$ cat config.mk
export PLATFORM = sky130hd
export DESIGN_NAME = regfile_wr_arbiter
export DESIGN_NICKNAME = d
export VERILOG_FILES = /design/src/rtl/rf_pkg.sv /design/src/rtl/regfile_wr_arbiter_wb_queue.sv /design/src/rtl/regfile_wr_arbiter.sv
export SDC_FILE = /design/constraint.sdc
export NUM_CORES = 1
export LEC_CHECK = 0
export CAP_MARGIN = 20
export CORE_MARGIN = 3
export CORE_UTILIZATION = 52
export DETAILED_ROUTE_END_ITERATION = 8
export PLACE_DENSITY = 0.85
export SETUP_SLACK_MARGIN = 0.05
export SYNTH_ARGS = -nofsm -noshare
export SYNTH_HDL_FRONTEND = slang
export SYNTH_HIERARCHICAL = 1
export SYNTH_SLANG_ARGS = --single-unit
$ cat constraint.sdc
create_clock -name clk -period 3.4 [get_ports clk]
set_input_delay 0.68 -clock clk [delete_from_list [all_inputs] [get_ports clk]]
set_output_delay 0.68 -clock clk [all_outputs]
set_load 0.1 [all_outputs]
$ cat src/rtl/rf_pkg.sv
// Shared types for the register-file writeback path: request payload and arbiter grant encoding.
package rf_pkg;

    localparam int ADDRESS_WIDTH = 5;
    localparam int DATA_WIDTH    = 32;

    typedef struct packed {
        logic [ADDRESS_WIDTH-1:0] rd;
        logic [DATA_WIDTH-1:0]    data;
    } wb_req_t;

    typedef enum logic {GRANT_ALU, GRANT_MEM} grant_t;

endpackage

$ cat src/rtl/regfile_wr_arbiter_wb_queue.sv
// DEPTH-entry writeback FIFO; head visible the cycle after push, push only when !full.
// Exposes per-entry valid and rd so the parent can build its pending-write mask.
module wb_queue
    import rf_pkg::*;
#(
    parameter int DEPTH = 2
) (
    input  logic                                 clk,
    input  logic                                 rst,
    input  logic                                 push,
    input  wb_req_t                              push_dat,
    input  logic                                 pop,
    output logic                                 full,
    output logic                                 empty,
    output wb_req_t                              head,
    output logic [DEPTH-1:0]                     entry_vld,
    output logic [DEPTH-1:0][ADDRESS_WIDTH-1:0]  entry_rd
);

    localparam int PW = $clog2(DEPTH);
    localparam int CW = $clog2(DEPTH + 1);

    logic [PW-1:0]          wr_ptr_q, wr_ptr_d;
    logic [PW-1:0]          rd_ptr_q, rd_ptr_d;
    logic [CW-1:0]          count_q, count_d;
    wb_req_t [DEPTH-1:0]    mem_q, mem_d;

    always_comb begin
        wr_ptr_d = wr_ptr_q;
        rd_ptr_d = rd_ptr_q;
        count_d  = count_q;
        mem_d    = mem_q;
        if (push) begin
            mem_d[wr_ptr_q] = push_dat;
            wr_ptr_d        = wr_ptr_q + 1'b1;
        end
        if (pop) begin
            rd_ptr_d = rd_ptr_q + 1'b1;
        end
        case ({push, pop})
            2'b10:   count_d = count_q + 1'b1;
            2'b01:   count_d = count_q - 1'b1;
            default: count_d = count_q;
        endcase
    end

    // An entry is live when its distance from the read pointer is below the count.
    always_comb begin
        for (int i = 0; i < DEPTH; i++) begin
            logic [PW-1:0] offset;
            offset       = PW'(i) - rd_ptr_q;
            entry_vld[i] = CW'(offset) < count_q;
            entry_rd[i]  = mem_q[i].rd;
        end
    end

    assign full  = (count_q == CW'(DEPTH));
    assign empty = (count_q == '0);
    assign head  = mem_q[rd_ptr_q];

    always_ff @(posedge clk) begin
        if (rst) begin
            wr_ptr_q <= '0;
            rd_ptr_q <= '0;
            count_q  <= '0;
        end else begin
            wr_ptr_q <= wr_ptr_d;
            rd_ptr_q <= rd_ptr_d;
            count_q  <= count_d;
        end
    end

    always_ff @(posedge clk) begin
        mem_q <= mem_d;
    end

endmodule

$ cat src/rtl/regfile_wr_arbiter.sv
// Round-robin share of the register-file write port between ALU and load writebacks; enqueue-to-WE3 is one cycle.
// Each source sees ready = !full of its own queue, independent of a same-cycle pop; x0 writes are accepted and dropped.
module regfile_wr_arbiter
    import rf_pkg::*;
#(
    parameter int ADDRESS_WIDTH = rf_pkg::ADDRESS_WIDTH,
    parameter int DATA_WIDTH    = rf_pkg::DATA_WIDTH,
    parameter int DEPTH         = 2
) (
    input  logic                          clk,
    input  logic                          rst,
    input  logic                          alu_valid,
    output logic                          alu_ready,
    input  logic [ADDRESS_WIDTH-1:0]      alu_rd,
    input  logic [DATA_WIDTH-1:0]         alu_data,
    input  logic                          mem_valid,
    output logic                          mem_ready,
    input  logic [ADDRESS_WIDTH-1:0]      mem_rd,
    input  logic [DATA_WIDTH-1:0]         mem_data,
    output logic [ADDRESS_WIDTH-1:0]      A3,
    output logic [DATA_WIDTH-1:0]         WD3,
    output logic                          WE3,
    output logic [2**ADDRESS_WIDTH-1:0]   pending,
    output logic                          busy
);

    logic                                alu_full, alu_empty, mem_full, mem_empty;
    logic                                alu_push, mem_push, grant_alu, grant_mem;
    wb_req_t                             alu_head, mem_head;
    logic [DEPTH-1:0]                    alu_entry_vld, mem_entry_vld;
    logic [DEPTH-1:0][ADDRESS_WIDTH-1:0] alu_entry_rd, mem_entry_rd;
    grant_t                              last_grant_q, last_grant_d;

    assign alu_ready = !alu_full;
    assign mem_ready = !mem_full;
    assign alu_push  = alu_valid && alu_ready && (alu_rd != '0);
    assign mem_push  = mem_valid && mem_ready && (mem_rd != '0);

    wb_queue #(.DEPTH(DEPTH)) u_alu_q (
        .clk       (clk),
        .rst       (rst),
        .push      (alu_push),
        .push_dat  ('{rd: alu_rd, data: alu_data}),
        .pop       (grant_alu),
        .full      (alu_full),
        .empty     (alu_empty),
        .head      (alu_head),
        .entry_vld (alu_entry_vld),
        .entry_rd  (alu_entry_rd)
    );

    wb_queue #(.DEPTH(DEPTH)) u_mem_q (
        .clk       (clk),
        .rst       (rst),
        .push      (mem_push),
        .push_dat  ('{rd: mem_rd, data: mem_data}),
        .pop       (grant_mem),
        .full      (mem_full),
        .empty     (mem_empty),
        .head      (mem_head),
        .entry_vld (mem_entry_vld),
        .entry_rd  (mem_entry_rd)
    );

    // On contention the source that did not win last time goes first.
    always_comb begin
        grant_alu    = !alu_empty && (mem_empty || last_grant_q == GRANT_MEM);
        grant_mem    = !mem_empty && (alu_empty || last_grant_q == GRANT_ALU);
        last_grant_d = last_grant_q;
        if (grant_alu) last_grant_d = GRANT_ALU;
        if (grant_mem) last_grant_d = GRANT_MEM;
    end

    always_comb begin
        WE3 = grant_alu || grant_mem;
        A3  = '0;
        WD3 = '0;
        if (grant_alu) begin
            A3  = alu_head.rd;
            WD3 = alu_head.data;
        end else if (grant_mem) begin
            A3  = mem_head.rd;
            WD3 = mem_head.data;
        end
    end

    always_comb begin
        pending = '0;
        for (int i = 0; i < DEPTH; i++) begin
            if (alu_entry_vld[i]) pending[alu_entry_rd[i]] = 1'b1;
            if (mem_entry_vld[i]) pending[mem_entry_rd[i]] = 1'b1;
        end
        pending[0] = 1'b0;
    end

    assign busy = !alu_empty || !mem_empty;

    always_ff @(posedge clk) begin
        if (rst) last_grant_q <= GRANT_MEM;
        else     last_grant_q <= last_grant_d;
    end

endmodule

==> metrics.txt <==
root buffer cell clkbuf_16; vias in the first global route about 5.4k; critical path launch point type flop; max cap viols 0; share of power burned in registers 0.264; Via density approximately 6.3; gr usage total 0.2644; DP Wirelength around 13 mm; Initial Util 0.5415; crit path DAT around 2400 ps; grt ovf 0; Mean Syn Cell Area 14.96 um^2; CTS clk-pin slew, worst paths ~60 ps; chip height 124.4 um; total number of vias 5050; mux cell area share after synthesis 0.1144; Synth Register Bits roughly 160; number of flops mapped to enable cells by yosys between 100 and 150; proportion of layout cells with a drive suffix above 1 0.3164; largest fanout on the critical path 6; post-synthesis net count approximately 570; port bufs between 100 and 150; switching power between 4 and 5 mW; Synth Area in Compound Gates 0.1220; core area 13450 um^2; clk sinks ~160; top_reg_cell synth edfxtp_1; Setup TNS Final 0 ps; Comb pwr share 0.553; setup bufs post-CTS 0; initial antenna violation count 0; slew margin rel. 0.3027; Tmin final roughly 3100 ps; Adder-Cell Fraction of Synth Area 0.003435; Final Skew between 15 and 20 ps; final setup margin ~280 ps; VDD IR max 0.8670 mV; gp weighted congestion between 0.9 and 1; CP startpoint u_mem_q/count_q[0]$_SDFFE_PP0P_; RSZ-0062 raised after global routing false; final core occ 0.7214; Area Growth Syn to Fin 33.22%; DRC 0; WL final 20.64 mm; CP required 2720 ps; clock share of power 0.183; nets@finish 696; Hold Path Class reg2reg; Top Ports 151; maximum clock rate 320.6 MHz; CP Capture Type output pin; CTS resizes 0; post-synthesis sequential area ratio 0.6348; Synth Area in XOR/XNOR 0.009619; Net Sw Frac 0.4593; FP Rows 42; post-route ant nets 0; CTS buffer count 17; # H-tree levels 4; leakage power approximately 3.4 nW; Pwr Density between 1000 and 1500 nW/um^2; Final Hold Vio Count 0; CTS max path bufs 2; Post-Syn Area between 7000 and 8000 um^2; largest family of logic cells by synthesized area compound AO/OA/AOI/OAI gates; final setup fails 0; RR Startpoint u_alu_q/count_q[0]$_SDFFE_PP0P_; die width approximately 120 um; classification of the worst setup path reg2out; final period utilization 0.9175; Die Area ~15000 um^2; Cells after DPL 773; Power Internal approximately 5.4 mW; worst-margin pin slew roughly 1000 ps; Synth Area in Simple Gates 0.07437; Cells after Synth between 400 and 500; status complete, no violations; Slew Limit Fails 0; Hold-fix buffers, CTS 0; dpl ws 454.6 ps; Synth cell types 42; TritonRoute pass-1 iters 6; largest net degree at the start of global routing 38; Routed WL per cell roughly 26 um; synth warn 6; total power between 10 and 15 mW; global-route wire length before repair 31.57 mm; hold path start u_alu_q/count_q[1]$_SDFFE_PP0P_; Post-synth ARST share 0; Non-Filler Instances between 800 and 900; Worst-Skew Late Latency 420 ps; ANT cells 0; drt initial violations 577; CTS tree done
-- state kept, by name (all words and copies together), names as in the netlist, 2 cells and up --
signal,count
u_alu_q/mem_q,64
u_mem_q/mem_q,64
u_alu_q/count_q,2
u_mem_q/entry_rd,10
u_mem_q/count_q,2
u_alu_q/entry_rd,10
-- cell usage in the layout, fill, tap and decap left out, drive strengths merged, types with 9 or more instances in the layout --
cell / Yosys / routed
a221o: 16 / 16
a22o: 37 / 37
a22oi: 11 / 11
buf: 36 / 78
clkbuf: 9 / 18
clkdlybuf4s50: 0 / 77
dfxtp: 9 / 9
edfxtp: 148 / 148
mux2: 74 / 74
nand3b: 10 / 10
nor2: 16 / 16
o221ai: 12 / 12
o22ai: 19 / 19
or3: 9 / 9
-- power groups by stage --
stage	Clock, mW	Sequential (mW)	Combinational (mW)
floorplan	0	2.57	3.73
global placement	0	2.65	5.46
detailed placement	0	2.68	5.51
CTS	1.86	2.65	5.57
global route	1.93	2.69	5.70
finish	1.84	2.66	5.56
-- critical path: stages (launching register included) --
cell and delay (ps):
dfxtp_1 450, a21o_2 220, nor4bb_1 730, a22oi_1 140
o221ai_1 150, buf_4 340
-- kinds of logic after synthesis --
group	after synthesis
AO/OA/AOI/OAI	108
XOR/XNOR	8
adder cells (fa/ha/maj)	2
buffers and inverters	52
flip-flops	157
multiplexers	74
other	1
AND/OR/NAND/NOR	85
-- path summary, 6_finish.rpt --
| kind | end | slack [ps] | cells past startpoint |
|---|---|---|---|
| min reg2reg | u_alu_q/count_q[1]$_SDFFE_PP0P_ | 560 | 2 |
| max reg2reg | u_mem_q/count_q[1]$_SDFFE_PP0P_ | 900 | 7 |
| min | u_alu_q/count_q[1]$_SDFFE_PP0P_ | 560 | 2 |
| max | pending[16] | 280 | 5 |
-- synth_stat cells, types with 3 or more instances --
master	count	area (um^2)
a21o_2	4	35.03
a21oi_1	3	15.01
a221o_1	16	160.2
a22o_1	37	324.1
a22oi_1	11	82.58
and2_1	3	18.77
buf_2	12	60.06
buf_4	23	172.7
clkbuf_1	8	30.03
dfxtp_1	9	180.2
edfxtp_1	148	4444
inv_1	7	26.28
mux2_2	74	833.3
nand2_1	8	30.03
nand3_1	4	20.02
nand3b_1	10	75.07
nor2_1	16	60.06
nor2b_1	4	25.02
nor3_1	3	15.01
nor3b_1	8	60.06
nor4bb_1	3	30.03
o221ai_1	12	105.1
o22ai_1	19	118.9
or3_1	9	56.30
or3b_1	4	35.03
xnor2_1	6	52.55
-- area by class of cell --
cell class | count | area (um^2)
Sequential cell | 157 | 4627
Fill cell | 824 | 3749
Multi-Input combinational cell | 278 | 2399
Timing Repair Buffer | 155 | 1857
Clock buffer | 18 | 429.2
Tap cell | 176 | 220.2
Clock inverter | 14 | 146.4
Inverter | 7 | 26.28
-- metal layers --
| metal | vias up | global-route usage | wire length, um |
|---|---|---|---|
| met2 | 296 | 0.4517 | 10590 |
| met4 | 0 | 0.08059 | 377 |
| met5 | - | 0 | 0 |
| met3 | 28 | 0.08019 | 1727 |
| li1 | 2221 | - | - |
| met1 | 2505 | 0.3238 | 7952 |
-- per-stage QoR --
| step | hold slack (ps) | instance area, um^2 |
|---|---|---|
| after floorplan | 459.5 | 7289 |
| after global placement | 509.7 | 9129 |
| after detailed placement | 533.0 | 9129 |
| after CTS | 544.5 | 9704 |
| after global routing | 595.7 | 9704 |
| final | 564.5 | 9704 |
(Power assumes the default switching activity.)
